### src/rtl/board_if.sv
// Bundle of button, card-array and cursor signals between the board
// controller and its surroundings (debounced buttons in, per-card pulses out).
interface board_if #(
  parameter int ROWS   = 4,
  parameter int COLS   = 4,
  parameter int FACE_W = 3
);
  localparam int N  = ROWS * COLS;
  localparam int RW = $clog2(ROWS);
  localparam int CW = $clog2(COLS);
  localparam int PW = $clog2(N / 2 + 1);

  logic                  btn_up;
  logic                  btn_down;
  logic                  btn_left;
  logic                  btn_right;
  logic                  btn_s;
  logic [N*FACE_W-1:0]   faces;
  logic [N-1:0]          hidden;
  logic [N-1:0]          cur;
  logic [N-1:0]          s;
  logic [N-1:0]          mf;
  logic [N-1:0]          ms;
  logic [RW-1:0]         cur_row;
  logic [CW-1:0]         cur_col;
  logic [PW-1:0]         pairs_left;
  logic                  win;

  // Environment side: drives buttons and card state, observes controller outputs.
  modport master (
    output btn_up, btn_down, btn_left, btn_right, btn_s, faces, hidden,
    input  cur, s, mf, ms, cur_row, cur_col, pairs_left, win
  );

  // Controller side.
  modport slave (
    input  btn_up, btn_down, btn_left, btn_right, btn_s, faces, hidden,
    output cur, s, mf, ms, cur_row, cur_col, pairs_left, win
  );
endinterface

### src/rtl/board_ctrl.sv
// Board controller for the link-link card game: owns the cursor, routes
// selections to the card under it, pairs two selections, compares their faces
// and issues match-success / match-failure pulses. Tracks pairs left and win.
module board_ctrl #(
  parameter int ROWS   = 4,
  parameter int COLS   = 4,
  parameter int FACE_W = 3
) (
  input  logic   clk,
  input  logic   rst,
  board_if.slave bus
);
  localparam int N  = ROWS * COLS;
  localparam int IW = $clog2(N);
  localparam int RW = $clog2(ROWS);
  localparam int CW = $clog2(COLS);
  localparam int PW = $clog2(N / 2 + 1);

  localparam logic [RW-1:0] ROW_LAST   = RW'(ROWS - 1);
  localparam logic [CW-1:0] COL_LAST   = CW'(COLS - 1);
  localparam logic [PW-1:0] PAIRS_INIT = PW'(N / 2);

  typedef enum logic [2:0] {
    IDLE   = 3'd0,
    ONE    = 3'd1,
    CHECK  = 3'd2,
    RESULT = 3'd3,
    DONE   = 3'd4
  } state_t;

  state_t          state_q, state_d;
  logic [RW-1:0]   row_q, row_d;
  logic [CW-1:0]   col_q, col_d;
  logic [N-1:0]    cur_q, cur_d;
  logic [N-1:0]    s_q, s_d;
  logic [N-1:0]    mf_q, mf_d;
  logic [N-1:0]    ms_q, ms_d;
  logic [PW-1:0]   pairs_q, pairs_d;
  logic            win_q, win_d;
  logic [IW-1:0]   first_q, first_d;
  logic [IW-1:0]   second_q, second_d;
  logic            eq_q, eq_d;

  logic [IW-1:0]     cur_idx_s;
  logic [IW-1:0]     next_idx_s;
  logic              move_en_s;
  logic              sel_ok_s;
  logic [FACE_W-1:0] face_a_s;
  logic [FACE_W-1:0] face_b_s;

  // Single-bit vector with bit idx set; used for cursor and card pulses.
  function automatic logic [N-1:0] onehot(input logic [IW-1:0] idx);
    logic [N-1:0] v;
    v      = {N{1'b0}};
    v[idx] = 1'b1;
    return v;
  endfunction

  // Linear card index under the cursor and the two latched face values.
  always_comb begin
    cur_idx_s = IW'(row_q) * IW'(COLS) + IW'(col_q);
    sel_ok_s  = bus.btn_s & ~bus.hidden[cur_idx_s];
    face_a_s  = bus.faces[first_q * FACE_W +: FACE_W];
    face_b_s  = bus.faces[second_q * FACE_W +: FACE_W];
  end

  // Next-state logic: pairing FSM, result pulses, pair counter and cursor moves.
  always_comb begin
    state_d   = state_q;
    row_d     = row_q;
    col_d     = col_q;
    s_d       = {N{1'b0}};
    mf_d      = {N{1'b0}};
    ms_d      = {N{1'b0}};
    pairs_d   = pairs_q;
    win_d     = win_q;
    first_d   = first_q;
    second_d  = second_q;
    eq_d      = eq_q;
    move_en_s = 1'b0;

    case (state_q)
      IDLE: begin
        move_en_s = 1'b1;
        if (sel_ok_s) begin
          s_d     = onehot(cur_idx_s);
          first_d = cur_idx_s;
          state_d = ONE;
        end else begin
          state_d = IDLE;
        end
      end
      ONE: begin
        move_en_s = 1'b1;
        if (sel_ok_s) begin
          s_d = onehot(cur_idx_s);
          if (cur_idx_s == first_q) begin
            state_d = IDLE;
          end else begin
            second_d = cur_idx_s;
            state_d  = CHECK;
          end
        end else begin
          state_d = ONE;
        end
      end
      CHECK: begin
        eq_d    = (face_a_s == face_b_s);
        state_d = RESULT;
      end
      RESULT: begin
        if (eq_q) begin
          ms_d = onehot(first_q) | onehot(second_q);
          if (pairs_q <= PW'(1)) begin
            pairs_d = {PW{1'b0}};
            win_d   = 1'b1;
            state_d = DONE;
          end else begin
            pairs_d = pairs_q - PW'(1);
            state_d = IDLE;
          end
        end else begin
          mf_d    = onehot(first_q) | onehot(second_q);
          state_d = IDLE;
        end
      end
      DONE: begin
        win_d   = 1'b1;
        state_d = DONE;
      end
      default: begin
        state_d = IDLE;
      end
    endcase

    // A select press in the same cycle always swallows any move.
    if (move_en_s && !bus.btn_s) begin
      if (bus.btn_up) begin
        row_d = (row_q == {RW{1'b0}}) ? ROW_LAST : row_q - RW'(1);
      end else if (bus.btn_down) begin
        row_d = (row_q == ROW_LAST) ? {RW{1'b0}} : row_q + RW'(1);
      end else if (bus.btn_left) begin
        col_d = (col_q == {CW{1'b0}}) ? COL_LAST : col_q - CW'(1);
      end else if (bus.btn_right) begin
        col_d = (col_q == COL_LAST) ? {CW{1'b0}} : col_q + CW'(1);
      end else begin
        row_d = row_q;
      end
    end else begin
      row_d = row_q;
    end

    next_idx_s = IW'(row_d) * IW'(COLS) + IW'(col_d);
    cur_d      = onehot(next_idx_s);
  end

  // State and output registers; reset aborts any pair in progress.
  always_ff @(posedge clk or posedge rst) begin
    if (rst) begin
      state_q  <= IDLE;
      row_q    <= {RW{1'b0}};
      col_q    <= {CW{1'b0}};
      cur_q    <= {{(N-1){1'b0}}, 1'b1};
      s_q      <= {N{1'b0}};
      mf_q     <= {N{1'b0}};
      ms_q     <= {N{1'b0}};
      pairs_q  <= PAIRS_INIT;
      win_q    <= 1'b0;
      first_q  <= {IW{1'b0}};
      second_q <= {IW{1'b0}};
      eq_q     <= 1'b0;
    end else begin
      state_q  <= state_d;
      row_q    <= row_d;
      col_q    <= col_d;
      cur_q    <= cur_d;
      s_q      <= s_d;
      mf_q     <= mf_d;
      ms_q     <= ms_d;
      pairs_q  <= pairs_d;
      win_q    <= win_d;
      first_q  <= first_d;
      second_q <= second_d;
      eq_q     <= eq_d;
    end
  end

  assign bus.cur        = cur_q;
  assign bus.s          = s_q;
  assign bus.mf         = mf_q;
  assign bus.ms         = ms_q;
  assign bus.cur_row    = row_q;
  assign bus.cur_col    = col_q;
  assign bus.pairs_left = pairs_q;
  assign bus.win        = win_q;
endmodule

### src/flat_wrapper.sv
// flat-port wrapper written by rule: the top's interface ports become plain ports
module board_ctrl_flat 
#(
  parameter int ROWS   = 4,
  parameter int COLS   = 4,
  parameter int FACE_W = 3
)
  (clk, rst, bus_btn_up, bus_btn_down, bus_btn_left, bus_btn_right, bus_btn_s, bus_faces, bus_hidden, bus_cur, bus_s, bus_mf, bus_ms, bus_cur_row, bus_cur_col, bus_pairs_left, bus_win);
  board_if #(.ROWS(ROWS), .COLS(COLS), .FACE_W(FACE_W)) bus_i ();
  input  logic clk;
  input  logic rst;
  input wire logic [$bits(bus_i.btn_up)-1:0] bus_btn_up;
  input wire logic [$bits(bus_i.btn_down)-1:0] bus_btn_down;
  input wire logic [$bits(bus_i.btn_left)-1:0] bus_btn_left;
  input wire logic [$bits(bus_i.btn_right)-1:0] bus_btn_right;
  input wire logic [$bits(bus_i.btn_s)-1:0] bus_btn_s;
  input wire logic [$bits(bus_i.faces)-1:0] bus_faces;
  input wire logic [$bits(bus_i.hidden)-1:0] bus_hidden;
  output wire logic [$bits(bus_i.cur)-1:0] bus_cur;
  output wire logic [$bits(bus_i.s)-1:0] bus_s;
  output wire logic [$bits(bus_i.mf)-1:0] bus_mf;
  output wire logic [$bits(bus_i.ms)-1:0] bus_ms;
  output wire logic [$bits(bus_i.cur_row)-1:0] bus_cur_row;
  output wire logic [$bits(bus_i.cur_col)-1:0] bus_cur_col;
  output wire logic [$bits(bus_i.pairs_left)-1:0] bus_pairs_left;
  output wire logic [$bits(bus_i.win)-1:0] bus_win;
  assign bus_i.btn_up = bus_btn_up;
  assign bus_i.btn_down = bus_btn_down;
  assign bus_i.btn_left = bus_btn_left;
  assign bus_i.btn_right = bus_btn_right;
  assign bus_i.btn_s = bus_btn_s;
  assign bus_i.faces = bus_faces;
  assign bus_i.hidden = bus_hidden;
  assign bus_cur = bus_i.cur;
  assign bus_s = bus_i.s;
  assign bus_mf = bus_i.mf;
  assign bus_ms = bus_i.ms;
  assign bus_cur_row = bus_i.cur_row;
  assign bus_cur_col = bus_i.cur_col;
  assign bus_pairs_left = bus_i.pairs_left;
  assign bus_win = bus_i.win;
  board_ctrl #(.ROWS(ROWS), .COLS(COLS), .FACE_W(FACE_W)) u_core (.clk(clk), .rst(rst), .bus(bus_i));
endmodule
### config.mk
export PLATFORM = sky130hd
export DESIGN_NAME = board_ctrl_flat
export DESIGN_NICKNAME = d
export VERILOG_FILES = /design/src/rtl/board_if.sv /design/src/rtl/board_ctrl.sv /design/src/flat_wrapper.sv
export SDC_FILE = /design/constraint.sdc
export NUM_CORES = 1
export LEC_CHECK = 0
export CAP_MARGIN = 30
export CORE_ASPECT_RATIO = 1.4
export CORE_MARGIN = 2
export CORE_UTILIZATION = 41
export DETAILED_ROUTE_END_ITERATION = 16
export HOLD_SLACK_MARGIN = 0.12
export PLACE_DENSITY = 0.76
export SLEW_MARGIN = 15
export SYNTH_ARGS = -nofsm -noshare
export SYNTH_HDL_FRONTEND = slang
export SYNTH_SLANG_ARGS = --single-unit
### constraint.sdc
create_clock -name clk -period 2.65 [get_ports clk]
set_input_delay 0.3975 -clock clk [delete_from_list [all_inputs] [get_ports clk]]
set_output_delay 0.3975 -clock clk [all_outputs]
set_load 0.01 [all_outputs]
Word level (Yosys, flattened, before mapping)
Index checks and enable logic that the tools add are counted.

cells by class
  $add $sub $neg = 7
  multipliers = 2
  $lt $le $gt $ge = 9
  equality and inequality tests = 10
  shift operators = 2
  muxes and demuxes = 39
  bitwise operators = 4
  reduce and logical (&&, ||, !) cells = 15

operators with widths
  kind                                                               number
  2-to-1 mux 16 bit                                                  6
  indexed part select 48 x 7 -> 3 bit                                2
  2-to-1 mux 2 bit                                                   14
  less-than comparator 4 x 5 -> 1 bit, second input constant         4
  demux 1 bit (select 4 bit)                                         4
  greater-or-equal comparator 4 x 1 -> 1 bit, second input constant  4
  OR 16 bit                                                          1
  case mux 3 bit (5 select lines)                                    1
  multiplier 4 x 2 -> 6 bit, second input constant                   2
  2-to-1 mux 1 bit                                                   9
  adder 4 x 2 -> 4 bit                                               2
  equality test 3 x 2 -> 1 bit, second input constant                2
  2-to-1 mux 3 bit                                                   2
  AND reduction 3 bit                                                2
  logical AND 1 bit                                                  5
  adder 2 x 1 -> 2 bit, second input constant                        2
  binary-select mux 1 bit (select 4 bit)                             1
  equality test 2 bit, second input constant                         2
  equality test 4 bit                                                1
  <= comparator 4 x 1 -> 1 bit, second input constant                1
  logical NOT 2 bit                                                  2
  2-to-1 mux 4 bit                                                   1
  != test 2 x 1 -> 1 bit, second input constant                      2
  AND reduction 2 bit                                                2
  other kinds (12)                                                   14

word-level totals
  bits in registers = 85
  input bits = 71
  output and inout port bits = 73
  word-level logic and storage cells = 100

Longest topological paths before layout
  word-level depth = 12
  mapped depth = 8
  gate-level depth less buffers = 7

Worst setup path after synthesis
OpenSTA, ideal clock, no wires.

  path kind = register -> register
  start point = register u_core.col_q[0] (netlist: u_core.bus.cur_col[0])
  end point = register u_core.second_q[0]
  setup time = 0.125 ns
  arrival time = 2.364 ns
  required time = 2.525 ns
  slack = 0.161 ns
  cell stages (with the launch flop) = 8
  path buffers = 2
  period minus slack after synthesis = 2.489 ns
  cell sequence = dfrtp_1 -> buf_6 -> mux4_2 -> mux2_4 -> a221oi_4 -> and4_1 -> buf_6 -> mux2_4

between the ends
  cells in the longest elaborated chain, start to end = 6
  elaborated cells between the ends (all ways) = 8
  those cells by class = add/sub: 1; eq/ne: 1; mux: 2; bitwise: 3; reduce/logical: 1

RTL lines
  item                                    RTL line           RTL
  start: declaration                      board_ctrl.sv:33   logic [CW-1:0] col_q, col_d;
  start signal: assignment                board_ctrl.sv:162  col_q <= {CW{1'b0}};
  start signal: assignment                board_ctrl.sv:175  col_q <= col_d;
  adder 4 x 2 -> 4 bit *                  board_ctrl.sv:61   cur_idx_s = IW'(row_q) * IW'(COLS) + IW'(col_q);
  binary-select mux 1 bit (select 4 bit)  board_ctrl.sv:62   sel_ok_s = bus.btn_s & ~bus.hidden[cur_idx_s];
  2-to-1 mux 1 bit (not written as such)  board_ctrl.sv:62
  inverter 1 bit                          board_ctrl.sv:62
  AND 1 bit                               board_ctrl.sv:62
  AND reduction 3 bit (no line)           --
  end signal: assignment                  board_ctrl.sv:170  second_q <= {IW{1'b0}};
  end signal: assignment                  board_ctrl.sv:183  second_q <= second_d;
  end: declaration                        board_ctrl.sv:41   logic [IW-1:0] second_q, second_d;

Every way passes the cells marked *; elsewhere a longest branch is shown, timed or not. The select of a mux whose other input is x is not followed.
A chain may end at the register's enable or synchronous reset.

Final worst setup path
  start point = register u_core.col_q[0] (netlist: u_core.bus.cur_col[0])
  end point = register u_core.second_q[3]

The elaborated chain is that of the path after synthesis.

==> impl_metrics.tcl <==
set metrics [dict create \
    status "completed" \
    design.core.area_sq_um 9900 \
    power_leakage_nw 2.53 \
    instances_no_fill 642 \
    place_hpwl_mm 8.52 \
    m1WireLength_mm 4.12 \
    period_share 0.904 \
    cts.sinks 85 \
    vias_per_cell 5.30 \
    synth_mux_area_frac 0.172 \
    dp.cells 626 \
    fin_skew_ns 0.00645 \
    finalNetCount 583 \
    min_period_ns 2.40 \
    met3_length_microns 559 \
    finalPower_mw 5.75 \
    dr.pass1.iters 4 \
    synth_top_area_frac 0.499 \
    worst_setup_path_end_kind "flop" \
    dp_slack_ns -0.0454 \
    synth_cells 354 \
    worst_pin_slew_ns 0.775 \
    ctsResizeCount 0 \
    globalplace.congestion 0.884 \
    final_max_slew_viol_count 0 \
    p_int_mw 3.57 \
    dr.max_layer_used "met4" \
    r2r_start "u_core.bus.cur_col[0]" \
    max_freq_ghz 0.417 \
    grt_first_pass_wirelength_mm 17.5 \
    io_buffers 143 \
    avgSynthCellArea_sq_um 11.8 \
    yosys.area_share.simple 0.151 \
    clockBufferDepth 2 \
    syn_to_final_growth_pct 45.6 \
    antenna_found_initial 0 \
    rsz0062_at_grt "false" \
    p_sw_frac 0.379 \
    grt_start_max_net_pins 86 \
    cp-start-kind "flop" \
    cp.arrival_ns 2.62 \
    post_dp_cell_area_sq_um 5790 \
    synth_area_leader_cell "dfrtp_1" \
    drive_gt1_frac 0.134 \
    power_frac_seq 0.318 \
    synth_cell_types 44 \
    ys_top_cells_by_area "dfrtp_1, mux4_2, nor2_1" \
    start_util 0.421 \
    vdd_drop_max_mv 0.545 \
    r2r_setup_slack_ns 0.25 \
    num_rows 43 \
    die_w_microns 89.2 \
    root_buffer "clkbuf_16" \
    ant_nets 0 \
    post_synth_instance_area_sq_um 4160 \
    switching_power_mw 2.18 \
    ios 144 \
    cts_tree "yes" \
    synth_seq_area_share 0.511 \
    powerDensity_nw_per_um2 949 \
    synthXorXnorAreaFrac 0.0189 \
    routed-via-count 3403 \
    wl_met2_mm 6.27 \
    drc 0 \
    dieArea_sq_um 11000 \
    worst_hold_path_type "in -> async" \
    synth_top_family_by_area "multiplexers" \
    clock_power_share 0.202 \
    drt-total-wl_mm 11.2 \
    fin_area_sq_um 6060 \
    clk_latency_ns 0.34 \
    max_cap_viol_count 0 \
    synth_compound_area_frac 0.0877 \
    cts_buffers 9 \
    layout_commonest_cell "clkdlybuf4s50_1" \
    clk_pin_slew_ns 0.06 \
    critical_path.reg2reg.endpoint "u_core.second_q[3]" \
    cts_setup_buffers 0 \
    pwr-share-comb 0.480 \
    max_slew_margin 0.483 \
    antenna_cells 0 \
    fin_tns_setup_ns 0 \
    synth_fa_ha_area_frac 0.0300 \
    synth_warnings 0 \
    drtIter0Drc 212 \
    grt.total_usage 0.212 \
    final-setup-viol-count 0 \
    synth-seq-cells 85 \
    cp_max_fo 5 \
    final_cell_mix "clkdlybuf4s50_1, dfrtp_1, nor2_1" \
    fp.dieH_microns 123 \
    fin_ws_ns 0.254 \
    synth_nets 435 \
    required_ns 2.87 \
    cts_max_level 3 \
    grt_pass1_vias 3504 \
    grt_overflow 0 \
    reg2reg_depth 5 \
    hold_viol_final 0 \
    routedWlPerCell_microns 17.5 \
    path_class "reg -> reg" \
    cts_hold_buf 0 \
]
synth_stat cells, drive strengths merged:
cell type,count
a221oi,1
o31a,1
a21o,1
xnor2,7
or4,1
dfrtp,83
or2,3
a31oi,2
nand4b,1
xor2,2
a32oi,4
and3,1
nor3,2
o21ai,8
mux2,6
a211oi,1
mux2i,2
and4b,1
mux4,27
nand3b,3
and4,1
nor4,1
or3,2
ha,10
nand2b,6
a21oi,1
buf,7
dfstp,2
a22o,1
nor2,76
clkbuf,12
inv,8
o211ai,2
nand3,1
nor2b,11
nand2,26
and2,3
o22a,1
a22oi,24
nand4,1
a32o,1
how the worst max path moves through the flow:
stage / startpoint / endpoint / slack (ns) / depth (start not counted)
floorplan: rst / u_core.bus.cur[10] / 0.06 / 1
global placement: bus_hidden[15] / u_core.second_q[0] / -0.01 / 6
detailed placement: bus_hidden[13] / u_core.second_q[3] / -0.05 / 6
CTS: u_core.bus.cur_col[0] / u_core.second_q[0] / 0.23 / 5
global route: u_core.bus.cur_col[0] / u_core.second_q[0] / 0.12 / 5
finish: u_core.bus.cur_col[0] / u_core.second_q[3] / 0.25 / 5
stage by stage:
| stage | util | hold WS [ns] |
|---|---|---|
| global route | 0.612 | 0.498 |
| finish | 0.612 | 0.458 |
| CTS | 0.612 | 0.478 |
| detailed placement | 0.584 | 0.462 |
| global placement | 0.584 | 0.457 |
| floorplan | - | 0.468 |
power groups by stage:
stage          Clock [mW]  Combinational [mW]  Sequential, mW
2_1_floorplan           0                1.87            1.77
5_1_grt              1.23                3.01            1.86
6_report             1.16                2.76            1.83
3_5_place_dp            0                2.76            1.86
3_3_place_gp            0                2.70            1.83
4_1_cts              1.18                2.77            1.83
area by class of cell:
class	instances	area [sq um]
timing repair buffer	156	1540
sequential	85	2130
tap	135	169
clock inverter	6	47.5
clock buffer	10	229
multi-input combinational	242	1910
fill	831	3840
inverter	8	31.3
sequential cells by signal, summed over array words and instances (netlist names), 2 cells and up:
| signal | cells |
|---|---|
| u_core.bus.pairs_left | 4 |
| u_core.bus.ms | 16 |
| u_core.bus.cur_col | 2 |
| u_core.state_q | 3 |
| u_core.second_q | 4 |
| u_core.first_q | 4 |
| u_core.bus.s | 16 |
| u_core.bus.cur | 16 |
| u_core.bus.mf | 16 |
| u_core.bus.cur_row | 2 |
critical path, cell delays in order (launching register included):
cell and delay, ns:
dfrtp_1 0.48, mux4_2 0.53, mux2_4 0.29, a221oi_4 0.28
and4_1 0.37, mux2_4 0.33
per-layer routing:
metal / track usage / up-vias
met3: 0.0367 / 25
met2: 0.390 / 132
met1: 0.240 / 1691
li1: - / 1555
met4: 0.0784 / 0
met5: 0 / -
kinds of logic (layout without fill, tap and decap cells):
kind of cell	after synthesis	in the layout
muxes	35	35
and+or+nand+nor	140	140
DFF	85	85
adders and majority gates	10	10
xor gates and xnor gates	9	9
AOI/OAI and AO/OA	48	48
buffers and inverters	27	180
No activity file was read; power rests on OpenSTA's default activity.
